`src/rtl/hazard_ctrl_if.sv`:
```
// Bundle between the pipeline and the hazard controller: pipeline-stage
// status in (master drives), stall/flush/bubble controls out (slave drives).
interface hazard_ctrl_if #(
  parameter int REG_AW  = 5,
  parameter int NUM_SRC = 2
);
  logic                        memread_id_ex;
  logic                        memread_ex_mem;
  logic                        memwrite_ex_mem;
  logic [NUM_SRC*REG_AW-1:0]   src_regs_if_id;
  logic [NUM_SRC-1:0]          src_valid_if_id;
  logic [REG_AW-1:0]           dst_reg_id_ex;
  logic                        flush_req;

  logic                        hazard;
  logic                        stall_if;
  logic                        stall_id;
  logic                        bubble_ex;
  logic                        stall_mem;
  logic                        flush_if_id;
  logic                        flush_id_ex;
  logic                        flush_pending;

  modport master (
    output memread_id_ex, memread_ex_mem, memwrite_ex_mem,
           src_regs_if_id, src_valid_if_id, dst_reg_id_ex, flush_req,
    input  hazard, stall_if, stall_id, bubble_ex, stall_mem,
           flush_if_id, flush_id_ex, flush_pending
  );

  modport slave (
    input  memread_id_ex, memread_ex_mem, memwrite_ex_mem,
           src_regs_if_id, src_valid_if_id, dst_reg_id_ex, flush_req,
    output hazard, stall_if, stall_id, bubble_ex, stall_mem,
           flush_if_id, flush_id_ex, flush_pending
  );
endinterface

```
`src/rtl/hazard_ctrl.sv`:
```
// Load-use hazard detection, fixed-latency memory stall FSM and deferred flush.
// Optional macro HAZARD_X0_FILTER_EN: register address 0 never raises a hazard.
module hazard_ctrl #(
  parameter int REG_AW  = 5,
  parameter int NUM_SRC = 2,
  parameter int MEM_LAT = 2
) (
  input  logic          clk,
  input  logic          rst,
  hazard_ctrl_if.slave  bus
);

  localparam int CW = $clog2(MEM_LAT + 1);

  typedef enum logic [1:0] {
    IDLE    = 2'd0,
    BUSY    = 2'd1,
    RELEASE = 2'd2
  } state_t;

  state_t          state_q, state_d;
  logic [CW-1:0]   cnt_q, cnt_d;
  logic            flush_pending_q, flush_pending_d;

  logic [NUM_SRC-1:0] src_hit;
  logic               match;
  logic               mem_op;
  logic               stall_mem;
  logic               flush_take;
  logic               hazard;

  generate
    for (genvar gi = 0; gi < NUM_SRC; gi++) begin : g_src
      logic [REG_AW-1:0] src_addr;
      assign src_addr = bus.src_regs_if_id[gi*REG_AW +: REG_AW];
`ifdef HAZARD_X0_FILTER_EN
      assign src_hit[gi] = bus.src_valid_if_id[gi] && (src_addr == bus.dst_reg_id_ex)
                           && (src_addr != '0);
`else
      assign src_hit[gi] = bus.src_valid_if_id[gi] && (src_addr == bus.dst_reg_id_ex);
`endif
    end
  endgenerate

  assign match      = |src_hit;
  assign mem_op     = bus.memread_ex_mem | bus.memwrite_ex_mem;
  assign stall_mem  = (state_q == BUSY);
  // A flush waits out a memory stall, then wins over any load-use hazard.
  assign flush_take = (bus.flush_req | flush_pending_q) & ~stall_mem;
  assign hazard     = bus.memread_id_ex & match & ~flush_take;

  always_comb begin
    state_d = state_q;
    cnt_d   = cnt_q;
    case (state_q)
      IDLE: begin
        if (mem_op) begin
          state_d = BUSY;
          cnt_d   = CW'(MEM_LAT - 1);
        end
      end
      BUSY: begin
        if (cnt_q == '0) begin
          state_d = RELEASE;
        end else begin
          cnt_d = cnt_q - 1'b1;
        end
      end
      // The held mem_op here is the instruction that just finished.
      RELEASE: state_d = IDLE;
      default: begin
        state_d = IDLE;
        cnt_d   = '0;
      end
    endcase
  end

  always_comb begin
    flush_pending_d = flush_pending_q;
    if (flush_take) begin
      flush_pending_d = 1'b0;
    end else if (bus.flush_req && stall_mem) begin
      flush_pending_d = 1'b1;
    end
  end

  always_ff @(posedge clk or posedge rst) begin
    if (rst) begin
      state_q         <= IDLE;
      cnt_q           <= '0;
      flush_pending_q <= 1'b0;
    end else begin
      state_q         <= state_d;
      cnt_q           <= cnt_d;
      flush_pending_q <= flush_pending_d;
    end
  end

  // Combinational outputs are masked too so nothing leaks out during reset.
  assign bus.hazard        = hazard & ~rst;
  assign bus.stall_if      = (hazard | stall_mem) & ~rst;
  assign bus.stall_id      = (hazard | stall_mem) & ~rst;
  assign bus.bubble_ex     = hazard & ~stall_mem & ~rst;
  assign bus.stall_mem     = stall_mem & ~rst;
  assign bus.flush_if_id   = flush_take & ~rst;
  assign bus.flush_id_ex   = flush_take & ~rst;
  assign bus.flush_pending = flush_pending_q & ~rst;

endmodule

```
`src/flat_wrapper.sv`:
```
// flat-port wrapper written by rule: the top's interface ports become plain ports
module hazard_ctrl_flat 
#(
  parameter int REG_AW  = 5,
  parameter int NUM_SRC = 2,
  parameter int MEM_LAT = 2
)
  (clk, rst, bus_memread_id_ex, bus_memread_ex_mem, bus_memwrite_ex_mem, bus_src_regs_if_id, bus_src_valid_if_id, bus_dst_reg_id_ex, bus_flush_req, bus_hazard, bus_stall_if, bus_stall_id, bus_bubble_ex, bus_stall_mem, bus_flush_if_id, bus_flush_id_ex, bus_flush_pending);
  hazard_ctrl_if #(.REG_AW(REG_AW), .NUM_SRC(NUM_SRC)) bus_i ();
  input  logic clk;
  input  logic rst;
  input wire logic [$bits(bus_i.memread_id_ex)-1:0] bus_memread_id_ex;
  input wire logic [$bits(bus_i.memread_ex_mem)-1:0] bus_memread_ex_mem;
  input wire logic [$bits(bus_i.memwrite_ex_mem)-1:0] bus_memwrite_ex_mem;
  input wire logic [$bits(bus_i.src_regs_if_id)-1:0] bus_src_regs_if_id;
  input wire logic [$bits(bus_i.src_valid_if_id)-1:0] bus_src_valid_if_id;
  input wire logic [$bits(bus_i.dst_reg_id_ex)-1:0] bus_dst_reg_id_ex;
  input wire logic [$bits(bus_i.flush_req)-1:0] bus_flush_req;
  output wire logic [$bits(bus_i.hazard)-1:0] bus_hazard;
  output wire logic [$bits(bus_i.stall_if)-1:0] bus_stall_if;
  output wire logic [$bits(bus_i.stall_id)-1:0] bus_stall_id;
  output wire logic [$bits(bus_i.bubble_ex)-1:0] bus_bubble_ex;
  output wire logic [$bits(bus_i.stall_mem)-1:0] bus_stall_mem;
  output wire logic [$bits(bus_i.flush_if_id)-1:0] bus_flush_if_id;
  output wire logic [$bits(bus_i.flush_id_ex)-1:0] bus_flush_id_ex;
  output wire logic [$bits(bus_i.flush_pending)-1:0] bus_flush_pending;
  assign bus_i.memread_id_ex = bus_memread_id_ex;
  assign bus_i.memread_ex_mem = bus_memread_ex_mem;
  assign bus_i.memwrite_ex_mem = bus_memwrite_ex_mem;
  assign bus_i.src_regs_if_id = bus_src_regs_if_id;
  assign bus_i.src_valid_if_id = bus_src_valid_if_id;
  assign bus_i.dst_reg_id_ex = bus_dst_reg_id_ex;
  assign bus_i.flush_req = bus_flush_req;
  assign bus_hazard = bus_i.hazard;
  assign bus_stall_if = bus_i.stall_if;
  assign bus_stall_id = bus_i.stall_id;
  assign bus_bubble_ex = bus_i.bubble_ex;
  assign bus_stall_mem = bus_i.stall_mem;
  assign bus_flush_if_id = bus_i.flush_if_id;
  assign bus_flush_id_ex = bus_i.flush_id_ex;
  assign bus_flush_pending = bus_i.flush_pending;
  hazard_ctrl #(.REG_AW(REG_AW), .NUM_SRC(NUM_SRC), .MEM_LAT(MEM_LAT)) u_core (.clk(clk), .rst(rst), .bus(bus_i));
endmodule
```
`config.mk`:
```
export PLATFORM = sky130hd
export DESIGN_NAME = hazard_ctrl_flat
export DESIGN_NICKNAME = d
export VERILOG_FILES = /design/src/rtl/hazard_ctrl_if.sv /design/src/rtl/hazard_ctrl.sv /design/src/flat_wrapper.sv
export SDC_FILE = /design/constraint.sdc
export NUM_CORES = 1
export LEC_CHECK = 0
export CELL_PAD_IN_SITES_DETAIL_PLACEMENT = 0
export CELL_PAD_IN_SITES_GLOBAL_PLACEMENT = 2
export CORE_UTILIZATION = 15
export DETAILED_ROUTE_END_ITERATION = 6
export PLACE_DENSITY = 0.72
export SLEW_MARGIN = 5
export SYNTH_ARGS = -nofsm -noshare
export SYNTH_HDL_FRONTEND = slang
export SYNTH_SLANG_ARGS = --single-unit
```
`constraint.sdc`:
```
create_clock -name clk -period 1.4 [get_ports clk]
set_input_delay 0.21 -clock clk [delete_from_list [all_inputs] [get_ports clk]]
set_output_delay 0.21 -clock clk [all_outputs]
set_load 0.02 [all_outputs]
```
==> results of run 1 <==
[cells by family after synthesis]
| group | synth area share (%) |
|---|---|
| adders and majority gates | 2.91 |
| DFF | 29.1 |
| and+or+nand+nor | 23.0 |
| buffers and inverters | 6.97 |
| AOI/OAI and AO/OA | 17.7 |
| xor gates and xnor gates | 20.4 |
[synth_stat cells]
master / count
a211oi_1: 1
a211oi_2: 1
a21oi_1: 2
a31oi_1: 2
and2b_4: 1
buf_4: 2
dfrtp_1: 5
ha_1: 1
inv_1: 4
nand2_1: 1
nand4_1: 2
nor2_1: 8
nor2b_1: 1
nor3_1: 2
nor4_1: 1
nor4_2: 1
o21a_4: 1
o21ai_0: 2
o32ai_1: 1
or2b_1: 1
xnor2_1: 2
xor2_1: 8
[timing repair]
| action | CTS | global route |
|---|---|---|
| gates cloned | 0 | 0 |
| setup endpoints to repair | 8 | 7 |
| pin swaps | 8 | 3 |
| gates resized for setup | 61 | 9 |
| buffers inserted | 3 | 5 |
[per-stage QoR]
step           cell area [µm²]  worst slack [ns]  TNS [ns]  hold slack (ns)
5_1_grt                    950            -0.562     -2.68            0.281
3_3_place_gp               830             -1.05     -6.05            0.468
4_1_cts                    886            -0.471     -2.00            0.227
6_report                   950            -0.470     -2.20            0.249
3_5_place_dp               830             -1.06     -6.15            0.497
2_1_floorplan              449            -0.219    -0.888          -0.0115
[layer usage]
metal  wire (µm)  GRT usage (%)
met2         714           16.9
met1         499           9.43
met4           9           2.14
met5           0              0
met3          93           3.75
[critical path, cell delays in order, from the launching register on]
cell and delay [ns]:
dfrtp_1 0.37, and2b_4 0.26, o21a_4 0.12, nand4_1 0.14, buf_4 0.18, a211oi_2 0.20, buf_4 0.17
[worst paths after layout]
kind / startpoint / to / slack (ns) / depth (start not counted)
max: u_core.state_q[1]$_DFFE_PP0P_ / bus_bubble_ex / -0.47 / 6
min: rst / u_core.state_q[0]$_DFFE_PP0P_ / 0.25 / 3
max reg2reg: u_core.state_q[1]$_DFFE_PP0P_ / u_core.cnt_q[1]$_DFFE_PP0P_ / 0.17 / 5
min reg2reg: u_core.cnt_q[0]$_DFFE_PP0P_ / u_core.cnt_q[0]$_DFFE_PP0P_ / 0.51 / 2
max in group asynchronous: rst / u_core.state_q[1]$_DFFE_PP0P_ / 0.97 / 3
min in group clk: u_core.cnt_q[0]$_DFFE_PP0P_ / u_core.cnt_q[0]$_DFFE_PP0P_ / 0.51 / 2
[registers in the layout, indices dropped and copies added, names as in the netlist]
register / flops
u_core.state_q: 2
u_core.cnt_q: 2
u_core.flush_pending_q: 1
[power breakdown]
part           switching (mW)  total, mW  internal [mW]
clock                  0.0640      0.172          0.108
combinational           0.464       1.06          0.595
sequential             0.0392      0.255          0.216
[placed cells by master (no fill, tap or decap), drive strengths merged, types with 2 or more instances in the layout]
master	instances
buf	22
a31oi	2
a21oi	2
dfrtp	5
nor4	2
clkdlybuf4s50	10
inv	4
nor3	2
nor2	8
a211oi	2
dlygate4sd2	12
clkbuf	4
o21ai	2
xor2	8
xnor2	2
nand4	2
[area by class of cell]
class / count / share of cell area (%)
tap: 31 / 4.08
inverter: 4 / 1.58
timing repair buffer: 45 / 43.7
multi-input combinational: 39 / 34.7
sequential: 5 / 13.2
clock buffer: 4 / 2.77
==> impl_metrics.json, run 1 <==
{
  "critPathKind": "reg2out",
  "fin_crit_sh_pct": 134,
  "tightest_slew_ns": 0.284,
  "syn_inst": 50,
  "endpoint_kind": "primary output",
  "io_buffers": 30,
  "synthTopCellsByArea": "dfrtp_1 29%, xor2_1 16%, nor2_1 7.0%",
  "cts_tree": "done",
  "first_global_vias": 540,
  "fp.coreArea_um2": 2730,
  "rows": 19,
  "nets": 122,
  "htreeDepth": 1,
  "dr.pass1.iters": 4,
  "failed_checks": "setup timing",
  "dp_hpwl_um": 1060,
  "grt_overflow": 0,
  "yosysTopAreaCell": "dfrtp_1",
  "ant_nets": 0,
  "yosys_warnings": 0,
  "start_util_pct": 15.7,
  "multi_input_area_um2": 329,
  "nFillCells": 306,
  "io_pins": 31,
  "die_x_um": 55.6,
  "grt_antenna_before_repair": 0,
  "leakagePower_nw": 0.419,
  "drt_wl_total_um": 1320,
  "tritoncts.num_buffers": 3,
  "dieArea_um2": 3090,
  "place_congestion": 0.660,
  "max_freq_ghz": 0.535,
  "slew_viol_final": 0,
  "clkSinkCount": 5,
  "die_h_um": 55.6,
  "ys_seq_elements": 5,
  "grt_max_degree": 8,
  "powerDensity_nw_per_um2": 1560,
  "synth_cell_types": 22,
  "dr.first_iter.drc_count": 15,
  "fin_ws_ns": -0.470,
  "cp.arrival_ns": 1.66,
  "final_util_pct": 34.7,
  "ir_drop_mv": 0.903,
  "ys_seq_area_share_pct": 29.1,
  "status": "finished with violations",
  "viasPerCell": 4.19,
  "syn_area_um2": 430,
  "startpoint_type": "flop",
  "avgSynthCellArea_um2": 8.61,
  "grt_use_total_pct": 9.10,
  "dp.cells": 117,
  "vias": 536,
  "drive_above_1_share_pct": 38.1,
  "num_antenna_cells": 0,
  "ff_latch_area_um2": 125,
  "path_clk_slew_ns": 0.05,
  "drc": 0,
  "skew_ns": 0.00900,
  "insertion_delay_ns": 0.25,
  "grt_pass1_wl_um": 2210,
  "cts_root_buf": "clkbuf_4",
  "path_max_fanout": 3,
  "wl_per_cell_um": 10.3,
  "hold_buffers": 0,
  "setup_viol": 7,
  "critPathRequiredTime_ns": 1.19,
  "maxCapViolCount": 0,
  "syn-num-nets": 74,
  "timing_hold_violations_final": 0,
  "clockBufferDepth": 2,
  "hold_path.class": "in2async",
  "max-slew-margin-rel_pct": 81.0,
  "area_growth_pct": 121,
  "power.total_mw": 1.49,
  "rsz0062_at_grt": "true",
  "final_cells": 128,
  "min_period_ns": 1.87,
  "synth_top_area_share_pct": 29.1
}
(Power assumes the default switching activity.)
==> inputs of run 2 (changes only) <==
--- a/config.mk
+++ b/config.mk
@@ -7,9 +7,9 @@
 export LEC_CHECK = 0
 export CELL_PAD_IN_SITES_DETAIL_PLACEMENT = 0
 export CELL_PAD_IN_SITES_GLOBAL_PLACEMENT = 2
-export CORE_UTILIZATION = 15
+export CORE_UTILIZATION = 17
 export DETAILED_ROUTE_END_ITERATION = 6
-export PLACE_DENSITY = 0.72
+export PLACE_DENSITY = 0.77
 export SLEW_MARGIN = 5
 export SYNTH_ARGS = -nofsm -noshare
 export SYNTH_HDL_FRONTEND = slang
==> constraint.sdc (replaced) <==
create_clock -name clk -period 1.8 [get_ports clk]
set_input_delay 0.27 -clock clk [delete_from_list [all_inputs] [get_ports clk]]
set_output_delay 0.27 -clock clk [all_outputs]
set_load 0.02 [all_outputs]
==> impl_metrics.json, run 2 (same netlist as run 1, synthesis figures left out) <==
{
  "status": "finished with violations",
  "failed_checks": "setup timing",
  "dp.cells": 112,
  "hold_start": "u_core.cnt_q[0]$_DFFE_PP0P_",
  "drt_wl_total_um": 1120,
  "cp.arrival_ns": 1.66,
  "wl_per_cell_um": 9.55,
  "grt_pass1_wl_um": 1820,
  "final_cells": 117,
  "startpoint_type": "flop",
  "skew_ns": 0.000757,
  "grt_overflow": 0,
  "critPathKind": "reg2out",
  "clkSinkCount": 5,
  "ir_drop_mv": 0.556,
  "drc": 0,
  "cp-startpoint": "u_core.state_q[1]$_DFFE_PP0P_",
  "cts_tree": "done",
  "min_period_ns": 1.93,
  "powerDensity_nw_per_um2": 1160,
  "setup_tns_ns": -0.477,
  "drive_above_1_share_pct": 25.8,
  "die_x_um": 52.3,
  "timing_hold_violations_final": 0,
  "setup_viol": 4,
  "path_max_fanout": 3,
  "leakagePower_nw": 0.368,
  "place_congestion": 0.678,
  "cp-endpoint": "bus_stall_if",
  "cts_root_buf": "clkbuf_4",
  "critPathRequiredTime_ns": 1.53,
  "hold_path.class": "reg2reg",
  "io_pins": 31,
  "regToRegStartpoint": "u_core.state_q[1]$_DFFE_PP0P_",
  "tightest_slew_ns": 0.257,
  "dr.pass1.iters": 3,
  "use_met3_pct": 3.48,
  "area_growth_pct": 87.5,
  "pre_cts_ws_ns": -0.856,
  "rsz0062_at_grt": "true",
  "clockBufferDepth": 2,
  "nFillCells": 259,
  "dieArea_um2": 2740,
  "max_freq_ghz": 0.518,
  "grt_util_met2_pct": 16.2,
  "fin_crit_sh_pct": 107,
  "ff_latch_area_um2": 125,
  "layout_common_cells": "11 x dlygate4sd2_1, 10 x clkdlybuf4s50_1, 10 x buf_4, 8 x nor2_1, 8 x xor2_1",
  "reg_top3": "u_core.cnt_q x2, u_core.state_q x2, u_core.flush_pending_q x1",
  "final_common_cell": "dlygate4sd2_1",
  "grt_max_degree": 8,
  "grt_use_total_pct": 9.72,
  "start_util_pct": 18.7,
  "grtUsageMet1_pct": 9.53,
  "viasPerCell": 4.09,
  "rr_endpoint": "u_core.cnt_q[1]$_DFFE_PP0P_",
  "max-slew-margin-rel_pct": 82.8,
  "nets": 114,
  "hold_buffers": 0,
  "dr.first_iter.drc_count": 4,
  "ant_nets": 0,
  "crit_slowest_cell": "dfrtp_1",
  "multi_input_area_um2": 288,
  "maxCapViolCount": 0,
  "critPathMaxStageDelay_ns": 0.36,
  "endpoint_kind": "primary output",
  "path_clk_slew_ns": 0.04,
  "fp.coreArea_um2": 2300,
  "rows": 17,
  "insertion_delay_ns": 0.24,
  "tritoncts.num_buffers": 3,
  "io_buffers": 30,
  "grt_busiest_layer": "met2",
  "slew_viol_final": 0,
  "cp_cell_sequence": "and2b_4, buf_6, o21a_4, nand4_1, a31oi_2, buf_4",
  "die_h_um": 52.3,
  "grt_antenna_before_repair": 0,
  "reg2regPathDepth": 4,
  "final_util_pct": 35.1,
  "fin_ws_ns": -0.130,
  "dp_hpwl_um": 964,
  "vias": 479,
  "first_global_vias": 436,
  "htreeDepth": 1,
  "num_antenna_cells": 0,
  "ff2ff_setup_slack_ns": 0.67
}
[run 2: worst min-delay path by stage]
stage                                       end  slack, ns  cells past startpoint
global route        u_core.cnt_q[0]$_DFFE_PP0P_       0.56                      2
CTS                 u_core.cnt_q[0]$_DFFE_PP0P_       0.51                      2
detailed placement  u_core.cnt_q[0]$_DFFE_PP0P_       0.50                      2
global placement    u_core.cnt_q[0]$_DFFE_PP0P_       0.47                      2
finish              u_core.cnt_q[0]$_DFFE_PP0P_       0.50                      2
floorplan           u_core.cnt_q[0]$_DFFE_PP0P_       0.05                      1
[run 2: timing repair]
action | in CTS | in global routing
setup buffers | 1 | 0
endpoints found under the setup margin | 8 | 7
pin swaps | 7 | 1
gates resized for setup | 40 | 8
[run 2: cell type report]
| cell class | count | share of cell area, % |
|---|---|---|
| Clock buffer | 4 | 3.26 |
| Inverter | 4 | 1.86 |
| Multi-Input combinational cell | 39 | 35.7 |
| Sequential cell | 5 | 15.5 |
| Tap cell | 28 | 4.34 |
| Timing Repair Buffer | 37 | 39.4 |
[run 2: where the power goes]
part           switching [mW]  internal (mW)
Clock                  0.0467         0.0838
Combinational           0.299          0.318
Sequential             0.0246          0.168
[run 2: routing by layer]
| metal | vias to the layer above | part of all wire [%] |
|---|---|---|
| li1 | 249 | - |
| met1 | 200 | 37 |
| met2 | 25 | 50 |
| met3 | 5 | 9.9 |
| met4 | 0 | 2.9 |
| met5 | - | 0 |
[run 2: critical path: cells and delay by family (launching register included)]
family,cells,cell delay (ns)
AOI/OAI and AO/OA,2,0.38
buffers and inverters,2,0.26
DFF,1,0.36
and+or+nand+nor,2,0.41
[run 2: stage by stage]
stage	area, µm²	hold WS (ns)	power [mW]
global placement	802	0.465	0.820
floorplan	437	0.0485	0.550
detailed placement	802	0.500	0.821
global route	807	0.563	1.02
finish	807	0.504	0.940
CTS	818	0.510	0.962
